--- src/rtl/ctrl_pkg.sv ---
// Shared opcode, ALU and MDR-select codes, the sequencer state encoding and the
// control-strobe bundle used between the sequencer and its output decoder.
package ctrl_pkg;

    localparam logic [4:0] OP_LD   = 5'h00;
    localparam logic [4:0] OP_LDI  = 5'h01;
    localparam logic [4:0] OP_ST   = 5'h02;
    localparam logic [4:0] OP_ADD  = 5'h03;
    localparam logic [4:0] OP_SUB  = 5'h04;
    localparam logic [4:0] OP_AND  = 5'h05;
    localparam logic [4:0] OP_OR   = 5'h06;
    localparam logic [4:0] OP_ADDI = 5'h0C;
    localparam logic [4:0] OP_ANDI = 5'h0D;
    localparam logic [4:0] OP_ORI  = 5'h0E;
    localparam logic [4:0] OP_BR   = 5'h12;
    localparam logic [4:0] OP_JR   = 5'h13;
    localparam logic [4:0] OP_IN   = 5'h16;
    localparam logic [4:0] OP_OUT  = 5'h17;
    localparam logic [4:0] OP_MFHI = 5'h18;
    localparam logic [4:0] OP_MFLO = 5'h19;
    localparam logic [4:0] OP_NOP  = 5'h1A;
    localparam logic [4:0] OP_HALT = 5'h1B;

    localparam logic [3:0] ALU_NONE = 4'd0;
    localparam logic [3:0] ALU_AND  = 4'd1;
    localparam logic [3:0] ALU_OR   = 4'd2;
    localparam logic [3:0] ALU_ADD  = 4'd8;
    localparam logic [3:0] ALU_SUB  = 4'd9;

    localparam logic [1:0] MDR_BUS = 2'b00;
    localparam logic [1:0] MDR_MEM = 2'b01;
    localparam logic [1:0] MDR_IMM = 2'b10;

    typedef enum logic [3:0] {
        ST_IDLE, ST_T0, ST_T1, ST_T2, ST_T3, ST_T4, ST_T5, ST_T6, ST_T7, ST_HALT
    } state_t;

    typedef enum logic [3:0] {
        CL_NOP, CL_ALU, CL_IMM, CL_LD, CL_ST, CL_BR, CL_JR,
        CL_IN, CL_OUT, CL_MFHI, CL_MFLO, CL_HALT
    } op_class_t;

    typedef struct packed {
        logic       Run;
        logic       PCout;
        logic       Zlowout;
        logic       Zhighout;
        logic       MDRout;
        logic       HIout;
        logic       LOout;
        logic       InPortout;
        logic       Cout;
        logic       BAout;
        logic       Rout;
        logic       MARin;
        logic       PCin;
        logic       MDRin;
        logic       IRin;
        logic       Yin;
        logic       Zlowin;
        logic       Zhighin;
        logic       HIin;
        logic       LOin;
        logic       OutPortin;
        logic       Rin;
        logic       GRA;
        logic       GRB;
        logic       GRC;
        logic       CONin;
        logic       IncPc;
        logic       read;
        logic       write;
        logic [1:0] mdr_read;
        logic [3:0] control;
    } ctrl_t;

    // ldi reuses the addi sequence; undefined opcodes behave as nop.
    function automatic op_class_t op_class(input logic [4:0] op);
        case (op)
            OP_ADD, OP_SUB, OP_AND, OP_OR:     return CL_ALU;
            OP_ADDI, OP_ANDI, OP_ORI, OP_LDI:  return CL_IMM;
            OP_LD:                             return CL_LD;
            OP_ST:                             return CL_ST;
            OP_BR:                             return CL_BR;
            OP_JR:                             return CL_JR;
            OP_IN:                             return CL_IN;
            OP_OUT:                            return CL_OUT;
            OP_MFHI:                           return CL_MFHI;
            OP_MFLO:                           return CL_MFLO;
            OP_HALT:                           return CL_HALT;
            default:                           return CL_NOP;
        endcase
    endfunction

    function automatic logic [3:0] alu_op(input logic [4:0] op);
        case (op)
            OP_ADD, OP_ADDI, OP_LDI, OP_LD, OP_ST: return ALU_ADD;
            OP_SUB:                                return ALU_SUB;
            OP_AND, OP_ANDI:                       return ALU_AND;
            OP_OR, OP_ORI:                         return ALU_OR;
            default:                               return ALU_NONE;
        endcase
    endfunction

    function automatic state_t last_step(input op_class_t c);
        case (c)
            CL_ALU, CL_IMM: return ST_T5;
            CL_BR:          return ST_T6;
            CL_LD, CL_ST:   return ST_T7;
            default:        return ST_T3;
        endcase
    endfunction

endpackage

--- src/rtl/control_sequencer_if.sv ---
// Bundle between the control sequencer (master) and the single-bus datapath (slave):
// IR/Branch/stop flow into the sequencer, Run and the transfer strobes flow out.
interface control_sequencer_if;
    logic [31:0] IR;
    logic        Branch;
    logic        stop;
    logic        Run;
    logic        PCout, Zlowout, Zhighout, MDRout, HIout, LOout, InPortout, Cout, BAout, Rout;
    logic        MARin, PCin, MDRin, IRin, Yin, Zlowin, Zhighin, HIin, LOin, OutPortin, Rin;
    logic        GRA, GRB, GRC, CONin, IncPc, read, write;
    logic [1:0]  mdr_read;
    logic [3:0]  control;

    modport master (
        input  IR, Branch, stop,
        output Run, PCout, Zlowout, Zhighout, MDRout, HIout, LOout, InPortout, Cout, BAout, Rout,
               MARin, PCin, MDRin, IRin, Yin, Zlowin, Zhighin, HIin, LOin, OutPortin, Rin,
               GRA, GRB, GRC, CONin, IncPc, read, write, mdr_read, control
    );

    modport slave (
        output IR, Branch, stop,
        input  Run, PCout, Zlowout, Zhighout, MDRout, HIout, LOout, InPortout, Cout, BAout, Rout,
               MARin, PCin, MDRin, IRin, Yin, Zlowin, Zhighin, HIin, LOin, OutPortin, Rin,
               GRA, GRB, GRC, CONin, IncPc, read, write, mdr_read, control
    );
endinterface

--- src/rtl/ctrl_decode.sv ---
// Moore output decode: (state, opcode, Branch) -> register-transfer strobes.
// Branch only matters in the T6 step of br, where it gates PCin.
module ctrl_decode
    import ctrl_pkg::*;
(
    input  state_t     state_i,
    input  logic [4:0] opcode_i,
    input  logic       branch_i,
    output ctrl_t      ctrl_o
);

    op_class_t cls;
    assign cls = op_class(opcode_i);

    always_comb begin
        ctrl_o     = '0;
        ctrl_o.Run = (state_i != ST_IDLE) && (state_i != ST_HALT);
        case (state_i)
            ST_T0: begin
                ctrl_o.PCout = 1'b1; ctrl_o.MARin = 1'b1; ctrl_o.IncPc = 1'b1; ctrl_o.Zlowin = 1'b1;
            end
            ST_T1: begin
                ctrl_o.Zlowout = 1'b1; ctrl_o.PCin = 1'b1; ctrl_o.read = 1'b1;
                ctrl_o.mdr_read = MDR_MEM; ctrl_o.MDRin = 1'b1;
            end
            ST_T2: begin
                ctrl_o.MDRout = 1'b1; ctrl_o.IRin = 1'b1;
            end
            ST_T3: begin
                case (cls)
                    CL_ALU: begin ctrl_o.GRB = 1'b1; ctrl_o.Rout = 1'b1; ctrl_o.Yin = 1'b1; end
                    CL_IMM, CL_LD, CL_ST: begin
                        ctrl_o.GRB = 1'b1; ctrl_o.BAout = 1'b1; ctrl_o.Yin = 1'b1;
                    end
                    CL_BR:   begin ctrl_o.GRA = 1'b1; ctrl_o.Rout = 1'b1; ctrl_o.CONin = 1'b1; end
                    CL_JR:   begin ctrl_o.GRA = 1'b1; ctrl_o.Rout = 1'b1; ctrl_o.PCin = 1'b1; end
                    CL_IN:   begin ctrl_o.InPortout = 1'b1; ctrl_o.GRA = 1'b1; ctrl_o.Rin = 1'b1; end
                    CL_OUT:  begin ctrl_o.GRA = 1'b1; ctrl_o.Rout = 1'b1; ctrl_o.OutPortin = 1'b1; end
                    CL_MFHI: begin ctrl_o.HIout = 1'b1; ctrl_o.GRA = 1'b1; ctrl_o.Rin = 1'b1; end
                    CL_MFLO: begin ctrl_o.LOout = 1'b1; ctrl_o.GRA = 1'b1; ctrl_o.Rin = 1'b1; end
                    default: ;
                endcase
            end
            ST_T4: begin
                case (cls)
                    CL_ALU: begin
                        ctrl_o.GRC = 1'b1; ctrl_o.Rout = 1'b1;
                        ctrl_o.control = alu_op(opcode_i); ctrl_o.Zlowin = 1'b1;
                    end
                    CL_IMM, CL_LD, CL_ST: begin
                        ctrl_o.Cout = 1'b1; ctrl_o.control = alu_op(opcode_i); ctrl_o.Zlowin = 1'b1;
                    end
                    CL_BR:   begin ctrl_o.PCout = 1'b1; ctrl_o.Yin = 1'b1; end
                    default: ;
                endcase
            end
            ST_T5: begin
                case (cls)
                    CL_ALU, CL_IMM: begin ctrl_o.Zlowout = 1'b1; ctrl_o.GRA = 1'b1; ctrl_o.Rin = 1'b1; end
                    CL_LD, CL_ST:   begin ctrl_o.Zlowout = 1'b1; ctrl_o.MARin = 1'b1; end
                    CL_BR: begin
                        ctrl_o.Cout = 1'b1; ctrl_o.control = ALU_ADD; ctrl_o.Zlowin = 1'b1;
                    end
                    default: ;
                endcase
            end
            ST_T6: begin
                case (cls)
                    CL_LD: begin ctrl_o.read = 1'b1; ctrl_o.mdr_read = MDR_MEM; ctrl_o.MDRin = 1'b1; end
                    CL_ST: begin
                        ctrl_o.GRA = 1'b1; ctrl_o.Rout = 1'b1; ctrl_o.mdr_read = MDR_BUS; ctrl_o.MDRin = 1'b1;
                    end
                    CL_BR:   begin ctrl_o.Zlowout = 1'b1; ctrl_o.PCin = branch_i; end
                    default: ;
                endcase
            end
            ST_T7: begin
                case (cls)
                    CL_LD:   begin ctrl_o.MDRout = 1'b1; ctrl_o.GRA = 1'b1; ctrl_o.Rin = 1'b1; end
                    CL_ST:   ctrl_o.write = 1'b1;
                    default: ;
                endcase
            end
            default: ;
        endcase
    end

endmodule

--- src/rtl/control_sequencer.sv ---
// Hardwired control unit: falling-edge step counter T0..T7 with IDLE/HALT supervision;
// strobes come from ctrl_decode so datapath registers see them stable at the rising edge.
module control_sequencer
    import ctrl_pkg::*;
#(
    parameter int OPW = 5
) (
    input  logic                clk,
    input  logic                reset,
    control_sequencer_if.master bus
);

    state_t          state_q, state_d;
    logic [OPW-1:0]  opcode;
    op_class_t       cls;
    ctrl_t           ctrl;

    assign opcode = bus.IR[31 -: OPW];
    assign cls    = op_class(opcode);

    always_ff @(negedge clk or posedge reset) begin
        if (reset) state_q <= ST_IDLE;
        else       state_q <= state_d;
    end

    // stop is only honoured on the edge that closes an instruction's last step.
    always_comb begin
        state_d = state_q;
        case (state_q)
            ST_IDLE: state_d = ST_T0;
            ST_HALT: state_d = ST_HALT;
            default: begin
                if (state_q == last_step(cls)) begin
                    if (cls == CL_HALT || bus.stop) state_d = ST_HALT;
                    else                            state_d = ST_T0;
                end else begin
                    state_d = state_t'(state_q + 4'd1);
                end
            end
        endcase
    end

    ctrl_decode u_decode (
        .state_i  (state_q),
        .opcode_i (opcode),
        .branch_i (bus.Branch),
        .ctrl_o   (ctrl)
    );

    assign bus.Run       = ctrl.Run;
    assign bus.PCout     = ctrl.PCout;
    assign bus.Zlowout   = ctrl.Zlowout;
    assign bus.Zhighout  = ctrl.Zhighout;
    assign bus.MDRout    = ctrl.MDRout;
    assign bus.HIout     = ctrl.HIout;
    assign bus.LOout     = ctrl.LOout;
    assign bus.InPortout = ctrl.InPortout;
    assign bus.Cout      = ctrl.Cout;
    assign bus.BAout     = ctrl.BAout;
    assign bus.Rout      = ctrl.Rout;
    assign bus.MARin     = ctrl.MARin;
    assign bus.PCin      = ctrl.PCin;
    assign bus.MDRin     = ctrl.MDRin;
    assign bus.IRin      = ctrl.IRin;
    assign bus.Yin       = ctrl.Yin;
    assign bus.Zlowin    = ctrl.Zlowin;
    assign bus.Zhighin   = ctrl.Zhighin;
    assign bus.HIin      = ctrl.HIin;
    assign bus.LOin      = ctrl.LOin;
    assign bus.OutPortin = ctrl.OutPortin;
    assign bus.Rin       = ctrl.Rin;
    assign bus.GRA       = ctrl.GRA;
    assign bus.GRB       = ctrl.GRB;
    assign bus.GRC       = ctrl.GRC;
    assign bus.CONin     = ctrl.CONin;
    assign bus.IncPc     = ctrl.IncPc;
    assign bus.read      = ctrl.read;
    assign bus.write     = ctrl.write;
    assign bus.mdr_read  = ctrl.mdr_read;
    assign bus.control   = ctrl.control;

endmodule

--- src/flat_wrapper.sv ---
// flat-port wrapper written by rule: the top's interface ports become plain ports
module control_sequencer_flat import ctrl_pkg::*;
#(
    parameter int OPW = 5
)
  (clk, reset, bus_IR, bus_Branch, bus_stop, bus_Run, bus_PCout, bus_Zlowout, bus_Zhighout, bus_MDRout, bus_HIout, bus_LOout, bus_InPortout, bus_Cout, bus_BAout, bus_Rout, bus_MARin, bus_PCin, bus_MDRin, bus_IRin, bus_Yin, bus_Zlowin, bus_Zhighin, bus_HIin, bus_LOin, bus_OutPortin, bus_Rin, bus_GRA, bus_GRB, bus_GRC, bus_CONin, bus_IncPc, bus_read, bus_write, bus_mdr_read, bus_control);
  control_sequencer_if bus_i ();
  input  logic clk;
  input  logic reset;
  input wire logic [$bits(bus_i.IR)-1:0] bus_IR;
  input wire logic [$bits(bus_i.Branch)-1:0] bus_Branch;
  input wire logic [$bits(bus_i.stop)-1:0] bus_stop;
  output wire logic [$bits(bus_i.Run)-1:0] bus_Run;
  output wire logic [$bits(bus_i.PCout)-1:0] bus_PCout;
  output wire logic [$bits(bus_i.Zlowout)-1:0] bus_Zlowout;
  output wire logic [$bits(bus_i.Zhighout)-1:0] bus_Zhighout;
  output wire logic [$bits(bus_i.MDRout)-1:0] bus_MDRout;
  output wire logic [$bits(bus_i.HIout)-1:0] bus_HIout;
  output wire logic [$bits(bus_i.LOout)-1:0] bus_LOout;
  output wire logic [$bits(bus_i.InPortout)-1:0] bus_InPortout;
  output wire logic [$bits(bus_i.Cout)-1:0] bus_Cout;
  output wire logic [$bits(bus_i.BAout)-1:0] bus_BAout;
  output wire logic [$bits(bus_i.Rout)-1:0] bus_Rout;
  output wire logic [$bits(bus_i.MARin)-1:0] bus_MARin;
  output wire logic [$bits(bus_i.PCin)-1:0] bus_PCin;
  output wire logic [$bits(bus_i.MDRin)-1:0] bus_MDRin;
  output wire logic [$bits(bus_i.IRin)-1:0] bus_IRin;
  output wire logic [$bits(bus_i.Yin)-1:0] bus_Yin;
  output wire logic [$bits(bus_i.Zlowin)-1:0] bus_Zlowin;
  output wire logic [$bits(bus_i.Zhighin)-1:0] bus_Zhighin;
  output wire logic [$bits(bus_i.HIin)-1:0] bus_HIin;
  output wire logic [$bits(bus_i.LOin)-1:0] bus_LOin;
  output wire logic [$bits(bus_i.OutPortin)-1:0] bus_OutPortin;
  output wire logic [$bits(bus_i.Rin)-1:0] bus_Rin;
  output wire logic [$bits(bus_i.GRA)-1:0] bus_GRA;
  output wire logic [$bits(bus_i.GRB)-1:0] bus_GRB;
  output wire logic [$bits(bus_i.GRC)-1:0] bus_GRC;
  output wire logic [$bits(bus_i.CONin)-1:0] bus_CONin;
  output wire logic [$bits(bus_i.IncPc)-1:0] bus_IncPc;
  output wire logic [$bits(bus_i.read)-1:0] bus_read;
  output wire logic [$bits(bus_i.write)-1:0] bus_write;
  output wire logic [$bits(bus_i.mdr_read)-1:0] bus_mdr_read;
  output wire logic [$bits(bus_i.control)-1:0] bus_control;
  assign bus_i.IR = bus_IR;
  assign bus_i.Branch = bus_Branch;
  assign bus_i.stop = bus_stop;
  assign bus_Run = bus_i.Run;
  assign bus_PCout = bus_i.PCout;
  assign bus_Zlowout = bus_i.Zlowout;
  assign bus_Zhighout = bus_i.Zhighout;
  assign bus_MDRout = bus_i.MDRout;
  assign bus_HIout = bus_i.HIout;
  assign bus_LOout = bus_i.LOout;
  assign bus_InPortout = bus_i.InPortout;
  assign bus_Cout = bus_i.Cout;
  assign bus_BAout = bus_i.BAout;
  assign bus_Rout = bus_i.Rout;
  assign bus_MARin = bus_i.MARin;
  assign bus_PCin = bus_i.PCin;
  assign bus_MDRin = bus_i.MDRin;
  assign bus_IRin = bus_i.IRin;
  assign bus_Yin = bus_i.Yin;
  assign bus_Zlowin = bus_i.Zlowin;
  assign bus_Zhighin = bus_i.Zhighin;
  assign bus_HIin = bus_i.HIin;
  assign bus_LOin = bus_i.LOin;
  assign bus_OutPortin = bus_i.OutPortin;
  assign bus_Rin = bus_i.Rin;
  assign bus_GRA = bus_i.GRA;
  assign bus_GRB = bus_i.GRB;
  assign bus_GRC = bus_i.GRC;
  assign bus_CONin = bus_i.CONin;
  assign bus_IncPc = bus_i.IncPc;
  assign bus_read = bus_i.read;
  assign bus_write = bus_i.write;
  assign bus_mdr_read = bus_i.mdr_read;
  assign bus_control = bus_i.control;
  control_sequencer #(.OPW(OPW)) u_core (.clk(clk), .reset(reset), .bus(bus_i));
endmodule
--- config.mk ---
export PLATFORM = sky130hd
export DESIGN_NAME = control_sequencer_flat
export DESIGN_NICKNAME = d
export VERILOG_FILES = /design/src/rtl/ctrl_pkg.sv /design/src/rtl/control_sequencer_if.sv /design/src/rtl/ctrl_decode.sv /design/src/rtl/control_sequencer.sv /design/src/flat_wrapper.sv
export SDC_FILE = /design/constraint.sdc
export NUM_CORES = 1
export LEC_CHECK = 0
export BUFFER_PORTS_ARGS = -buffer_cell sky130_fd_sc_hd__buf_4
export CORE_MARGIN = 2
export CORE_UTILIZATION = 45
export CTS_CLUSTER_SIZE = 30
export DETAILED_ROUTE_END_ITERATION = 12
export PLACE_DENSITY = 0.91
export SYNTH_ARGS = -nofsm -noshare
export SYNTH_HDL_FRONTEND = slang
export SYNTH_SLANG_ARGS = --single-unit
export TNS_END_PERCENT = 5
--- constraint.sdc ---
create_clock -name clk -period 3.6 [get_ports clk]
set_clock_uncertainty 0.2 [all_clocks]
set_input_delay 0.54 -clock clk [delete_from_list [all_inputs] [get_ports clk]]
set_output_delay 0.54 -clock clk [all_outputs]
set_load 0.02 [all_outputs]
==> results.toml <==
[synth]
synth_compound_area_frac = 0.279
yosysSeqAreaShare = 0.0802
synth-xor-area-share = 0.0140
muxShareOfSynthArea = 0.102
synth_seq_cells = 4
async_reset_ff_frac = 1.00
synth_ff_type = "dfrtn_1"
syn_avg_cell_area_sq_um = 7.17
synth.distinct_cells = 55
synth_edf_count = 0
postSynthCellCount = 174
yosysWarningCount = 0
synth_top_family_by_area = "simple AND/OR/NAND/NOR gates"
yosys.area_share.adder = 0.100
syn-cell-area_sq_mm = 0.00125
synth-simple-area-share = 0.298

[clock_network]
path_clk_slew_ns = 0.03
cts_root_buf = "clkbuf_4"
cts_num_sinks = 4
cts_made_buffers = 3
h-tree-depth = 1
cts_tree = "yes"
postCtsHoldBufs = 0
clk_path_buf_depth = 2
clock_latency_ns = 0.25

[finish]
regMostFlops = "u_core.state_q"
antenna_cells = 0
nets = 330
largest_reg_flops = 4
stdcell_count = 313
seqCellArea_sq_um = 100
area_growth_pct = 105
multiInputGateArea_sq_mm = 0.00140
fillers = 67
biggestRegsByFlops = "u_core.state_q x4"
drive_gt1_frac = 0.660

[setup_path]
crit_required_ns = 1.67
crit_slowest_cell = "or3b_4"
critPathCaptureType = "flip-flop"
path_max_fanout = 4
cp_num_buf_inv = 3
r2r_slack_ns = 1.37
cp.depth = 11
reg2regPathDepth = 11
critical_path.top_delay_family = "simple AND/OR/NAND/NOR gates"
worst_path_most_repeated_cell = "buf_6"
startpoint_type = "input pin"
worst_ep_arrival_time_ns = 2.75
critPathKind = "in -> reg"
path_cells = "buf_6 > inv_4 > ha_4 > and4bb_2 > a221oi_2 > or3b_4 > nand2b_4 > mux2i_4 > buf_6 > o221ai_4 > mux2i_1"
slowest_delay_ns = 0.46

[job]
drv_cap = 0

[global_route]
antenna_found_initial = 0
grt_pass1_vias = 2044
grt-ovfl-total = 0
grt_max_degree = 12
grt.total_usage = 0.409
grt_pass1_wl_um = 10300

[place]
dp_hpwl_um = 3770
port_buffers = 37
placedCellCount = 301
routabilityCongestion = 0.914

[drt]
route.detailed.drc = 0
routed_wl_um = 7930
wl_per_cell_um = 25.3
firstDrtPassIters = 7
drtIter0Drc = 200
vias_per_cell = 7.02
vias = 2197
ant_nets = 0

[timing]
fin_ws_ns = -1.08
relSlewSlack = 0.641
hold_viol_final = 0
timing.hold.ws_ns = 0.316
rsz0062_at_grt = "yes"
setup_viol = 33
finalMaxSlewViolations = 0
tightest_slew_ns = 0.537

[floorplan]
core_sq_mm = 0.00269
initial_core_util = 0.464
die-area_sq_mm = 0.00321
io-pin-count = 71
row_count = 19
die_w_um = 56.7
die_h_um = 56.7

[power]
p_leak_nw = 1.18
ir_worst_vdd_mv = 0.841
p_per_area_mw_per_mm2 = 575

[outcome]
violations = "negative setup slack"
status = "complete, but fails checks"

[min_path]
holdPathStages = 2
hp-class = "reg -> reg"
cell families after synthesis:
logic type | after synthesis
mux | 12
xor+xnor | 2
flops | 4
fa+ha+maj | 10
buf+inv | 30
simple gates | 72
compound gates | 43
other cells | 1
placed cells by master (no fill, tap or decap), drive strengths merged, types with 7 or more instances in the layout:
master / instances
buf: 114
nor2: 19
inv: 16
nand2: 15
ha: 10
nand3: 9
mux2i: 9
o21ai: 9
nor3: 7
a21oi: 7
Yosys cell counts (2+ instances only):
master	count	area, sq um
dfrtn_1	4	100
a211oi_1	2	15.0
clkbuf_1	2	7.51
mux2i_1	9	90.1
buf_2	3	15.0
nor4_1	2	12.5
o22ai_1	2	12.5
ha_1	10	125
mux2_2	2	22.5
o211ai_1	2	15.0
and3_1	2	12.5
o221ai_1	2	17.5
nand2b_1	6	37.5
nor2_1	18	67.6
or2_2	2	12.5
xnor2_1	2	17.5
a21oi_1	6	30.0
nand2_1	15	56.3
o31a_1	2	17.5
nand3_1	9	45.0
inv_1	16	60.1
buf_4	8	60.1
nor3_1	6	30.0
o21ai_0	9	45.0
nor2b_1	3	18.8
final timing paths:
check | startpoint | endpoint
worst max-delay path | bus_IR[28] | u_core.state_q[3]
worst min-delay path | u_core.state_q[0] | u_core.state_q[0]
worst max register to register | u_core.state_q[1] | u_core.state_q[0]
worst min register to register | u_core.state_q[0] | u_core.state_q[0]
max in group asynchronous | reset | u_core.state_q[0]
min in group asynchronous | reset | u_core.state_q[3]
per-stage QoR:
| stage | power (mW) | TNS [ns] | setup WS (ns) | utilization | cell area, sq um |
|---|---|---|---|---|---|
| 4_1_cts | 1.20 | -18.28 | -0.922 | 0.878 | 2360 |
| 6_report | 1.47 | -21.39 | -1.08 | 0.951 | 2550 |
| 5_1_grt | 1.51 | -22.72 | -1.11 | 0.951 | 2550 |
| 3_5_place_dp | 0.946 | -16.51 | -1.32 | 0.747 | 2010 |
| 3_3_place_gp | 0.897 | -14.48 | -1.20 | 0.747 | 2010 |
| 2_1_floorplan | 0.554 | -13.72 | -1.06 | - | 1270 |
routing by layer:
metal  track usage  share of wire  vias to the layer above
met1         0.479           0.33                      981
met4         0.214           0.11                        0
met5             0              0                        -
met2         0.718           0.44                      265
li1              -              -                      843
met3        0.0484           0.13                      108
worst register-to-register path: stages (launching register included):
cell and delay [ns]:
dfrtn_1 0.45, inv_2 0.08, buf_6 0.13, ha_4 0.17, buf_4 0.13, mux2i_1 0.24
nor2_1 0.11, buf_4 0.16, nor2_1 0.08, mux2_4 0.16, buf_4 0.11, o31ai_1 0.05
final cells by class:
class                           instances  area share
Inverter                               16      0.0264
Timing Repair Buffer                  114       0.364
Clock buffer                            3     0.00881
Sequential cell                         4      0.0392
Multi-Input combinational cell        145       0.546
Tap cell                               31      0.0152
what timing repair did:
action,in CTS,in global routing
setup endpoints to repair,33,33
buffers inserted,5,4
cloned,0,0
gates resized for setup,72,36
pin swaps,16,9
power breakdown:
part	leakage (nW)	internal, mW	switching [mW]
Combinational	1.12	0.596	0.722
Sequential	0.0480	0.0711	0.0232
Clock	0.0138	0.0374	0.0201
Total	1.18	0.705	0.766
Note: power is estimated with default switching activity, not from simulation.
